[src/rtl/fb_scanout.sv]
// fb_scanout: maps raster coordinates onto a 1-bpp framebuffer, fetches pixel words
// from a read port and emits colour with syncs delayed to match the fetch pipeline.
module fb_scanout #(
    parameter int unsigned SCREEN_BASE = 16384,
    parameter int unsigned FB_WIDTH    = 512,
    parameter int unsigned FB_HEIGHT   = 256,
    parameter int unsigned WORD_BITS   = 16,
    parameter int unsigned ADDR_W      = 15,
    parameter int unsigned COORD_W     = 11,
    parameter int unsigned SCALE_SHIFT = 0,
    parameter int unsigned X_OFF       = 0,
    parameter int unsigned Y_OFF       = 0,
    parameter int unsigned RAM_LAT     = 1,
    parameter int unsigned COLOR_W     = 4,
    parameter logic [3*COLOR_W-1:0] FG     = 12'hFFF,
    parameter logic [3*COLOR_W-1:0] BG     = 12'h000,
    parameter logic [3*COLOR_W-1:0] BORDER = 12'h000
) (
    input  logic                 i_clk,
    input  logic                 i_rst,
    input  logic [COORD_W-1:0]   i_px,
    input  logic [COORD_W-1:0]   i_py,
    input  logic                 i_de,
    input  logic                 i_hs,
    input  logic                 i_vs,
    input  logic                 i_invert,
    output logic [ADDR_W-1:0]    o_addr,
    input  logic [WORD_BITS-1:0] i_data,
    output logic [COLOR_W-1:0]   o_r,
    output logic [COLOR_W-1:0]   o_g,
    output logic [COLOR_W-1:0]   o_b,
    output logic                 o_hs,
    output logic                 o_vs,
    output logic                 o_in_win
);

    localparam int unsigned WORDS_PER_ROW = FB_WIDTH / WORD_BITS;
    localparam int unsigned BIT_W         = $clog2(WORD_BITS);
    localparam int unsigned STAGES        = RAM_LAT + 1;
    localparam int unsigned RGB_W         = 3 * COLOR_W;

    // Per-pixel attributes that must travel alongside the RAM read.
    typedef struct packed {
        logic [BIT_W-1:0] bit_idx;
        logic             win;
        logic             de;
        logic             inv;
        logic             hs;
        logic             vs;
    } tap_t;

    logic [COORD_W-1:0] fx, fy;
    logic               x_ok, y_ok, win;
    logic [ADDR_W-1:0]  addr_d, addr_q;
    tap_t               tap_d, tap;
    tap_t               tap_q [STAGES];
    logic [RGB_W-1:0]   rgb_d, rgb_q;
    logic               hs_q, vs_q, in_win_q;

    // Stage 0: window test; the >= guards keep the unsigned subtraction from wrapping in.
    always_comb begin
        x_ok = i_px >= COORD_W'(X_OFF);
        y_ok = i_py >= COORD_W'(Y_OFF);
        fx   = (i_px - COORD_W'(X_OFF)) >> SCALE_SHIFT;
        fy   = (i_py - COORD_W'(Y_OFF)) >> SCALE_SHIFT;
        win  = i_de && x_ok && y_ok && (32'(fx) < FB_WIDTH) && (32'(fy) < FB_HEIGHT);
    end

    // NOTE: every always_comb output gets a default first so no path can infer a latch.
    always_comb begin
        addr_d = ADDR_W'(SCREEN_BASE);
        if (win) begin
            addr_d = ADDR_W'(SCREEN_BASE + 32'(fy) * WORDS_PER_ROW + 32'(fx >> BIT_W));
        end
    end

    always_comb begin
        tap_d         = '0;
        tap_d.bit_idx = fx[BIT_W-1:0];
        tap_d.win     = win;
        tap_d.de      = i_de;
        tap_d.inv     = i_invert;
        tap_d.hs      = i_hs;
        tap_d.vs      = i_vs;
    end

    assign tap = tap_q[STAGES-1];

    // Bit 0 of a word is the leftmost pixel; invert only touches window pixels.
    always_comb begin
        rgb_d = '0;
        if (tap.de) begin
            if (tap.win) begin
                rgb_d = (i_data[tap.bit_idx] ^ tap.inv) ? FG : BG;
            end else begin
                rgb_d = BORDER;
            end
        end
    end

    // NOTE: sequential state uses non-blocking assignments so every stage samples the
    // previous stage's old value. The delay line is cleared on reset as well, so the
    // first L-1 outputs after release read as blanking instead of stale pixels.
    always_ff @(posedge i_clk) begin
        if (i_rst) begin
            addr_q <= ADDR_W'(SCREEN_BASE);
            for (int i = 0; i < int'(STAGES); i++) begin
                tap_q[i] <= '0;
            end
            rgb_q    <= '0;
            hs_q     <= 1'b0;
            vs_q     <= 1'b0;
            in_win_q <= 1'b0;
        end else begin
            addr_q   <= addr_d;
            tap_q[0] <= tap_d;
            for (int i = 1; i < int'(STAGES); i++) begin
                tap_q[i] <= tap_q[i-1];
            end
            rgb_q    <= rgb_d;
            hs_q     <= tap.hs;
            vs_q     <= tap.vs;
            in_win_q <= tap.win;
        end
    end

    assign o_addr   = addr_q;
    assign o_r      = rgb_q[RGB_W-1 -: COLOR_W];
    assign o_g      = rgb_q[2*COLOR_W-1 -: COLOR_W];
    assign o_b      = rgb_q[COLOR_W-1:0];
    assign o_hs     = hs_q;
    assign o_vs     = vs_q;
    assign o_in_win = in_win_q;

endmodule

[config.mk]
export PLATFORM = sky130hd
export DESIGN_NAME = fb_scanout
export DESIGN_NICKNAME = d
export VERILOG_FILES = /design/src/rtl/fb_scanout.sv
export SDC_FILE = /design/constraint.sdc
export NUM_CORES = 1
export LEC_CHECK = 0
export ABC_AREA = 1
export BUFFER_PORTS_ARGS = -buffer_cell sky130_fd_sc_hd__buf_2
export CAP_MARGIN = 0
export CORE_MARGIN = 4
export CORE_UTILIZATION = 45
export DETAILED_ROUTE_END_ITERATION = 12
export HOLD_SLACK_MARGIN = 0.06
export PLACE_DENSITY_LB_ADDON = 0.05
export SYNTH_ARGS = -nofsm -noshare
export SYNTH_HDL_FRONTEND = slang
export SYNTH_SLANG_ARGS = --single-unit
export TNS_END_PERCENT = 30
[constraint.sdc]
create_clock -name i_clk -period 3.5 [get_ports i_clk]
set_input_delay 0.7 -clock i_clk [delete_from_list [all_inputs] [get_ports i_clk]]
set_output_delay 0.7 -clock i_clk [all_outputs]
set_load 0.005 [all_outputs]
; ---- Word level (Yosys, flattened, before mapping)
; Memories as Yosys holds them, arrays and structs flattened.
; Index checks and enable logic that the tools add are counted.
; Widths: inputs -> output; s select.
[op_classes]
addsub = 2
n_lt_le_gt_ge = 5
mux = 8
bitwise_logic = 6
n_reduce_logical = 6
[op_table]
columns = operator, n
row1 = $ge 11x1->1 const B, 2
row2 = $mux 9, 2
row3 = $add 15x15->15 const A, 1
row4 = $add 15x7->15, 1
row5 = $mux 12, 1
row6 = $lt 11x10->1 const B, 1
row7 = $lt 11x9->1 const B, 1
row8 = $lt 4x5->1 const B, 1
row9 = $bmux 1 s4, 1
row10 = $logic_and 1x1->1, 4
row11 = $mux 1, 4
row12 = $not 1->1, 3
row13 = $reduce_or 3->1, 1
row14 = $or 1x1->1, 2
row15 = $reduce_or 2->1, 1
row16 = $xor 1x1->1, 1
[totals]
ff_bits = 30
ramBits = 18
input_bits = 44
out_inout_bits = 30
wordCells = 33
memories = 1
[mem_list]
columns = memory, words, word_bits, rd, rd_clocked_by_memory_dff, wr, line_no
row1 = tap_q, 2, 9, 2, 0, 2, 56  ; tap_t tap_q [STAGES];

; ---- Depth between registers and ports, before layout
; Gate-level depths: netlist of run 1.
[logic_depth]
ltp_word = 7
ltp_mapped = 10
ltp_nobuf = 9

; ---- Worst setup path after synthesis of run 1
; Ideal clock, no wire load.
[synth_timing]
path_type = input port to flip-flop
start = in i_px[9]
end = reg addr_q[13] (netlist: o_addr[13])
setup_ns = 0.118
arrival_time_ns = 1.817
required_ns = 3.382
slack_ns = 1.565
cell_stages = 9
n_path_buf = 0
cell_sequence = ha_1 -> fa_1 -> nand2_1 -> nor2_2 -> inv_2 -> nor2_2 -> and3_2 -> a21oi_1 -> nor2_1
[synth_via]
elab_chain_len = 7
elab_cells_between_ends = 9
classes_between = add/sub: 1 / order compare: 2 / bitwise: 1 / reduce/logical: 5
[synth_lines]
columns = element, line_no
row1 = "start, declared", 21  ; input logic [COORD_W-1:0] i_px,
row2 = $ge 11x1->1, 62  ; x_ok = i_px >= COORD_W'(X_OFF);
row3 = $logic_and 1x1->1 (4 in a row), 66  ; win = i_de && x_ok && y_ok && (32'(fx) < FB_WIDTH) && (32'(fy) < FB_HEIGHT);
row4 = $not 1->1 (no source line), --
row5 = $reduce_or 2->1 (no source line), --
row6 = "end signal, assigned", 106  ; addr_q <= ADDR_W'(SCREEN_BASE);
row7 = "end signal, assigned", 115  ; addr_q <= addr_d;
row8 = "end, declared", 54  ; logic [ADDR_W-1:0] addr_d, addr_q;
; Parallel ways exist; a longest one is shown, timed or not.
; A chain may end at the register's enable or synchronous reset.

; ---- Worst setup path in the final report of run 1
; Ends and elaborated chain as after synthesis.

==> results of run 1 <==
==> layout make-up <==
| type | instances | area [sq um] | area share [%] |
|---|---|---|---|
| clock buffer | 6 | 51.3 | 2.72 |
| inverter | 49 | 191 | 10.2 |
| clock inverter | 1 | 7.51 | 0.398 |
| multi-input combinational | 95 | 474 | 25.1 |
| tap | 44 | 55.1 | 2.92 |
| timing repair buffer | 73 | 365 | 19.4 |
| sequential | 37 | 741 | 39.3 |
==> power groups by stage <==
stage,sequential [uW],clock [uW],combinational (uW)
4_1_cts,436,233,72.9
5_1_grt,438,252,83.9
3_3_place_gp,446,0,71.5
6_report,436,223,71.5
3_5_place_dp,446,0,72.5
2_1_floorplan,444,0,41.2
==> through the flow <==
stage          setup slack [ns]  power (uW)  instances  hold slack, ns  instance area, sq um
6_report                   1.74         730        305           0.407                  1890
5_1_grt                    1.66         774        305           0.432                  1890
4_1_cts                    1.75         742        305           0.407                  1890
3_5_place_dp               1.39         518        298           0.394                  1830
3_3_place_gp               1.40         517        298           0.389                  1830
2_1_floorplan              1.56         485        196           0.388                  1520
==> sequential cells by signal (all words and copies together), names as in the netlist <==
name / count
o_addr: 15
rgb_q: 1
o_in_win: 1
tap_q: 18
o_vs: 1
o_hs: 1
==> metal layers <==
metal  routed length (microns)  up-vias  GRT usage [%]
li1                          -      689              -
met1                      1060      514           13.6
met2                      1230       51           22.5
met3                       329        7           6.63
met4                        45        0           5.33
met5                         0        -              0
==> cell usage in the layout, fill, tap and decap left out, drive strengths merged <==
cell	n
nand2	27
nand3	13
buf	73
clkbuf	6
dfxtp	37
clkinv	1
and3	2
inv	48
fa	1
nor2	33
clkinvlp	1
nand3b	1
conb	1
nor3	2
ha	2
nor3b	1
nand4	1
o21ai	4
a21oi	7
==> final timing paths <==
check                                  start      endpoint  slack (ns)  cells after the start
worst max-delay path                 i_px[9]    o_addr[13]        1.74                     10
worst min-delay path             tap_q[0][4]  tap_q[0][13]        0.41                      2
worst max register to register  tap_q[0][14]     rgb_q[10]        2.21                      8
worst min register to register   tap_q[0][4]  tap_q[0][13]        0.41                      2
==> worst max-delay path, stage by stage <==
cell and delay (ns):
buf_2 0.11, ha_1 0.22, fa_1 0.38, nand2_1 0.10, nor2_2 0.04, inv_2 0.06
nor2_2 0.04, and3_2 0.18, a21oi_1 0.12, nor2_1 0.04
==> cells by family (layout without fill, tap and decap cells) <==
group | Yosys count | after routing | share of synthesized area (%)
and+or+nand+nor | 80 | 80 | 23.9
DFF | 37 | 37 | 48.8
adders and majority gates | 3 | 3 | 2.97
buffers and inverters | 64 | 129 | 20.0
AOI/OAI and AO/OA | 11 | 11 | 4.12
other | 1 | 1 | 0.247
==> results.md, run 1 <==
- Post-synth top flop: dfxtp_1
- Netlist Area Pre-Place: 1520 sq um
- # rows: 20
- Iter 0 DRT Violations: 55
- H-tree depth: 2
- Int Pwr: 560 uW
- Top cells by area, synth: dfxtp_1, inv_1, nor2_1
- CTS root buffer: clkbuf_4
- ANT cells: 0
- Die height: 66.1 microns
- Synth top cells by count: inv_1, dfxtp_1, nor2_1
- Crit share post-route: 50.2%
- Post-synth EDFFs: 0
- Setup repair bufs after CTS: 0
- CP arrival: 1.98 ns
- Total Routed Length: 2670 microns
- TritonCTS Buffers: 5
- Fraction of registers with async set/reset: 0%
- Initial antenna violation count: 0
- Setup Crit Path Kind: input port to flip-flop
- Wire per inst: 8.76 microns
- Register bit count reported by yosys: 37
- Critical Path End Type: flip-flop
- Sequential share of power: 59.7%
- Largest net degree at the start of global routing: 21
- Layout area overhead: 24.2%
- Sw frac: 23.3%
- Final Critical Period: 1.76 ns
- Final Util: 60.3%
- Antenna Nets Post-Route: 0
- Starting Density: 48.5%
- Die X: 66.1 microns
- Via count of the first global-routing pass: 1,118
- Drt pass-1 iters: 4
- Largest area contributor in the netlist: dfxtp_1
- Sequential area share after synthesis: 48.8%
- Yosys warnings: 0
- WP data required: 3.73 ns
- Max VDD drop: 0.000210 V
- Grt total ovfl: 0
- Worst-Skew Late Latency: 0.33 ns
- Clock share of power: 30.5%
- Avg Inst Size Synth: 7.74 sq um
- Die area: 4370 sq um
- Net load switching power: 170 uW
- Layout cell share with drive strength beyond 1: 36.4%
- Post-synthesis cell type count: 26
- Bufs on Longest Clock Path: 2
- Final net count: 308
- Area of the core: 3130 sq um
- Post-synth top area share: 48.8%
- # setup viols final: 0
- PortBufs: 73
- Pwr Density: 387 nW/um^2
- Tightest Hold Check Type: flip-flop to flip-flop
- Io pins: 74
- Syn Nets: 243
- Fmax: 570 MHz
- Static Leak: 0.00108 uW
- Post-CTS resize count: 0
- Mapped Cells: 196
- DRC: 0
- Startpoint type of the worst setup path: input port
- Final Hold Viols: 0
- CTS tree: built
- Hold buffers post-CTS: 0
- CTS clk-pin slew, worst paths: 0.10 ns
- Top-count cell post-synth: inv_1
- DP Wirelength: 2140 microns
- GP Congestion: 0.700
- Via count: 1,261
- MaxCap Viol Count: 0
- Clock Skew: 0.00351 ns
- Fillcell total: 322
- Final Max Tran Viols: 0
- Total GRT Usage: 13.2%
- RSZ-0062 raised after global routing: false
- Crit path max fanout: 3
- Status: finished, final reports clean
- Logic pwr share: 9.8%
- First-pass GRT wire length: 4380 microns
- Vias per cell: 4.13
- Clk sinks: 37
- Fin Setup TNS: 0 ns
No activity file was read; power rests on OpenSTA's default activity.
==> inputs of run 2 (changes only) <==
clock period = 1.62 ns   (was 3.5 ns; I/O delays follow)
==> results.md, run 2 (same netlist as run 1, synthesis figures left out) <==
- Status: finished, final reports clean (unchanged)
- DP Wirelength: 2070 microns (was 2140 microns)
- CTS root buffer: clkbuf_4 (unchanged)
- Total Routed Length: 2650 microns (was 2670 microns)
- Dpl ws: -0.112 ns (was 1.39 ns)
- Startpoint type of the worst setup path: input port (unchanged)
- Crit path max fanout: 3 (unchanged)
- Antenna Nets Post-Route: 0 (unchanged)
- Bufs on Longest Clock Path: 2 (unchanged)
- MaxCap Viol Count: 0 (unchanged)
- Tightest Hold Check Type: input port to flip-flop (was flip-flop to flip-flop)
- Worst-Skew Late Latency: 0.33 ns (about the same)
- GP Congestion: 0.694 (was 0.700)
- Grt total ovfl: 0 (unchanged)
- Critical Path End Type: flip-flop (unchanged)
- WP data required: 1.85 ns (was 3.73 ns)
- # setup viols final: 0 (unchanged)
- Final Cell Area: 1930 sq um (was 1890 sq um)
- Clk sinks: 37 (unchanged)
- Max reg flops: 18 (unchanged)
- # rows: 20 (unchanged)
- Most frequent cells in the layout: buf_2, inv_1, dfxtp_1, nor2_1, nand2_1 (unchanged)
- Total GRT Usage: 13.5% (was 13.2%)
- Layout cell share with drive strength beyond 1: 36.7% (was 36.4%)
- Layout area overhead: 27.0% (was 24.2%)
- Drt pass-1 iters: 4 (unchanged)
- Io pins: 74 (unchanged)
- DRC: 0 (unchanged)
- ANT cells: 0 (unchanged)
- Setup Crit Path Kind: input port to flip-flop (unchanged)
- Clock Skew: 0.00717 ns (was 0.00351 ns)
- Final Critical Period: 1.40 ns
- Die X: 66.1 microns (unchanged)
- Wire per inst: 8.61 microns (was 8.76 microns)
- Final Util: 61.6% (was 60.3%)
- Final net count: 310 (was 308)
- Hold buffers post-CTS: 0 (unchanged)
- Hold slack: 0.160 ns (was 0.407 ns)
- RSZ-0062 raised after global routing: false (unchanged)
- Pwr Density: 908 nW/um^2 (was 387 nW/um^2)
- Top reg by flops: tap_q (unchanged)
- Final Hold Viols: 0 (unchanged)
- Post-CTS resize count: 0 (unchanged)
- Fmax: 712 MHz
- Final Max Tran Viols: 0 (unchanged)
- Largest net degree at the start of global routing: 20 (was 21)
- Die area: 4370 sq um (unchanged)
- PortBufs: 73 (unchanged)
- Max VDD drop: 0.000612 V (was 0.000210 V)
- Area of the core: 3130 sq um (unchanged)
- Crit share post-route: 86.7%
- Static Leak: 0.00111 uW (was 0.00108 uW)
- Setup repair bufs after CTS: 0 (unchanged)
- First-pass GRT wire length: 4490 microns (was 4380 microns)
- CP arrival: 1.63 ns (was 1.98 ns)
- TritonCTS Buffers: 5 (unchanged)
- Die height: 66.1 microns (unchanged)
- CTS tree: built (unchanged)
- H-tree depth: 2 (unchanged)
- CTS clk-pin slew, worst paths: 0.11 ns (was 0.10 ns)
- Fillcell total: 303 (was 322)
- Grt met1 use: 14.3% (was 13.6%)
- Via count of the first global-routing pass: 1,194 (was 1,118)
- Area post-placement: 1840 sq um (was 1830 sq um)
- Via count: 1,269 (was 1,261)
- Most common cell after layout, fill and taps aside: buf_2 (unchanged)
- M3 GR Usage: 5.27% (was 6.63%)
- Vias per cell: 4.12 (was 4.13)
- Fin worst setup slack: 0.216 ns (was 1.74 ns)
- Met2 GRT Util: 22.8% (was 22.5%)
- Starting Density: 48.5% (unchanged)
- Iter 0 DRT Violations: 31 (was 55)
- Initial antenna violation count: 0 (unchanged)
- GRT Max-Usage Layer: met2 (unchanged)
run 2: changes by cell type in the layout (fill, tap and decap cells not counted):
| cell | before | now |
|---|---|---|
| bufinv_16 | 0 | 1 |
| buf_4 | 0 | 2 |
| clkbuf_1 | 0 | 1 |
| clkinvlp_4 | 1 | 0 |
run 2: cell type report:
class	count	area (sq um)	share of cell area, %
flip-flops and latches	37	741	38.4
multi-input cells	95	474	24.6
repair buffers	75	380	19.7
inverters	49	191	9.94
clock buffers	7	55.1	2.86
well taps	44	55.1	2.86
clock inverters	1	30.0	1.56
run 2: per-stage QoR:
| stage | setup TNS, ns | std cells | total power, uW |
|---|---|---|---|
| 6_report | 0 | 308 | 1750 |
| 2_1_floorplan | 0 | 196 | 1050 |
| 3_5_place_dp | -0.124 | 300 | 1120 |
| 5_1_grt | 0 | 308 | 1850 |
| 4_1_cts | 0 | 308 | 1780 |
| 3_3_place_gp | -0.102 | 300 | 1120 |
run 2: worst max-delay path, stage by stage:
cell	delay, ns
buf_2	0.11
ha_1	0.21
fa_1	0.38
nand2_1	0.11
nor2_2	0.04
inv_2	0.06
nor2_2	0.04
and3_2	0.18
a21oi_1	0.13
nor2_1	0.05
run 2: power by group:
group          leakage (uW)  switching (uW)  internal, uW
Sequential         0.000302            10.0           932
Clock             0.0000455             281           369
Combinational      0.000761            79.6          79.0
run 2: worst paths after layout:
| check | endpoint | cells past startpoint | start | slack (ns) |
|---|---|---|---|---|
| hold reg to reg | o_vs | 2 | tap_q[0][9] | 0.41 |
| setup reg to reg | rgb_q[10] | 8 | tap_q[0][14] | 0.35 |
| hold / removal | tap_q[0][3] | 2 | i_rst | 0.16 |
| setup / recovery | o_addr[13] | 10 | i_px[9] | 0.22 |
run 2: layer usage:
| layer | vias up | routed length (microns) |
|---|---|---|
| met5 | - | 0 |
| met4 | 0 | 55 |
| met3 | 7 | 288 |
| met2 | 51 | 1250 |
| met1 | 518 | 1060 |
| li1 | 693 | - |
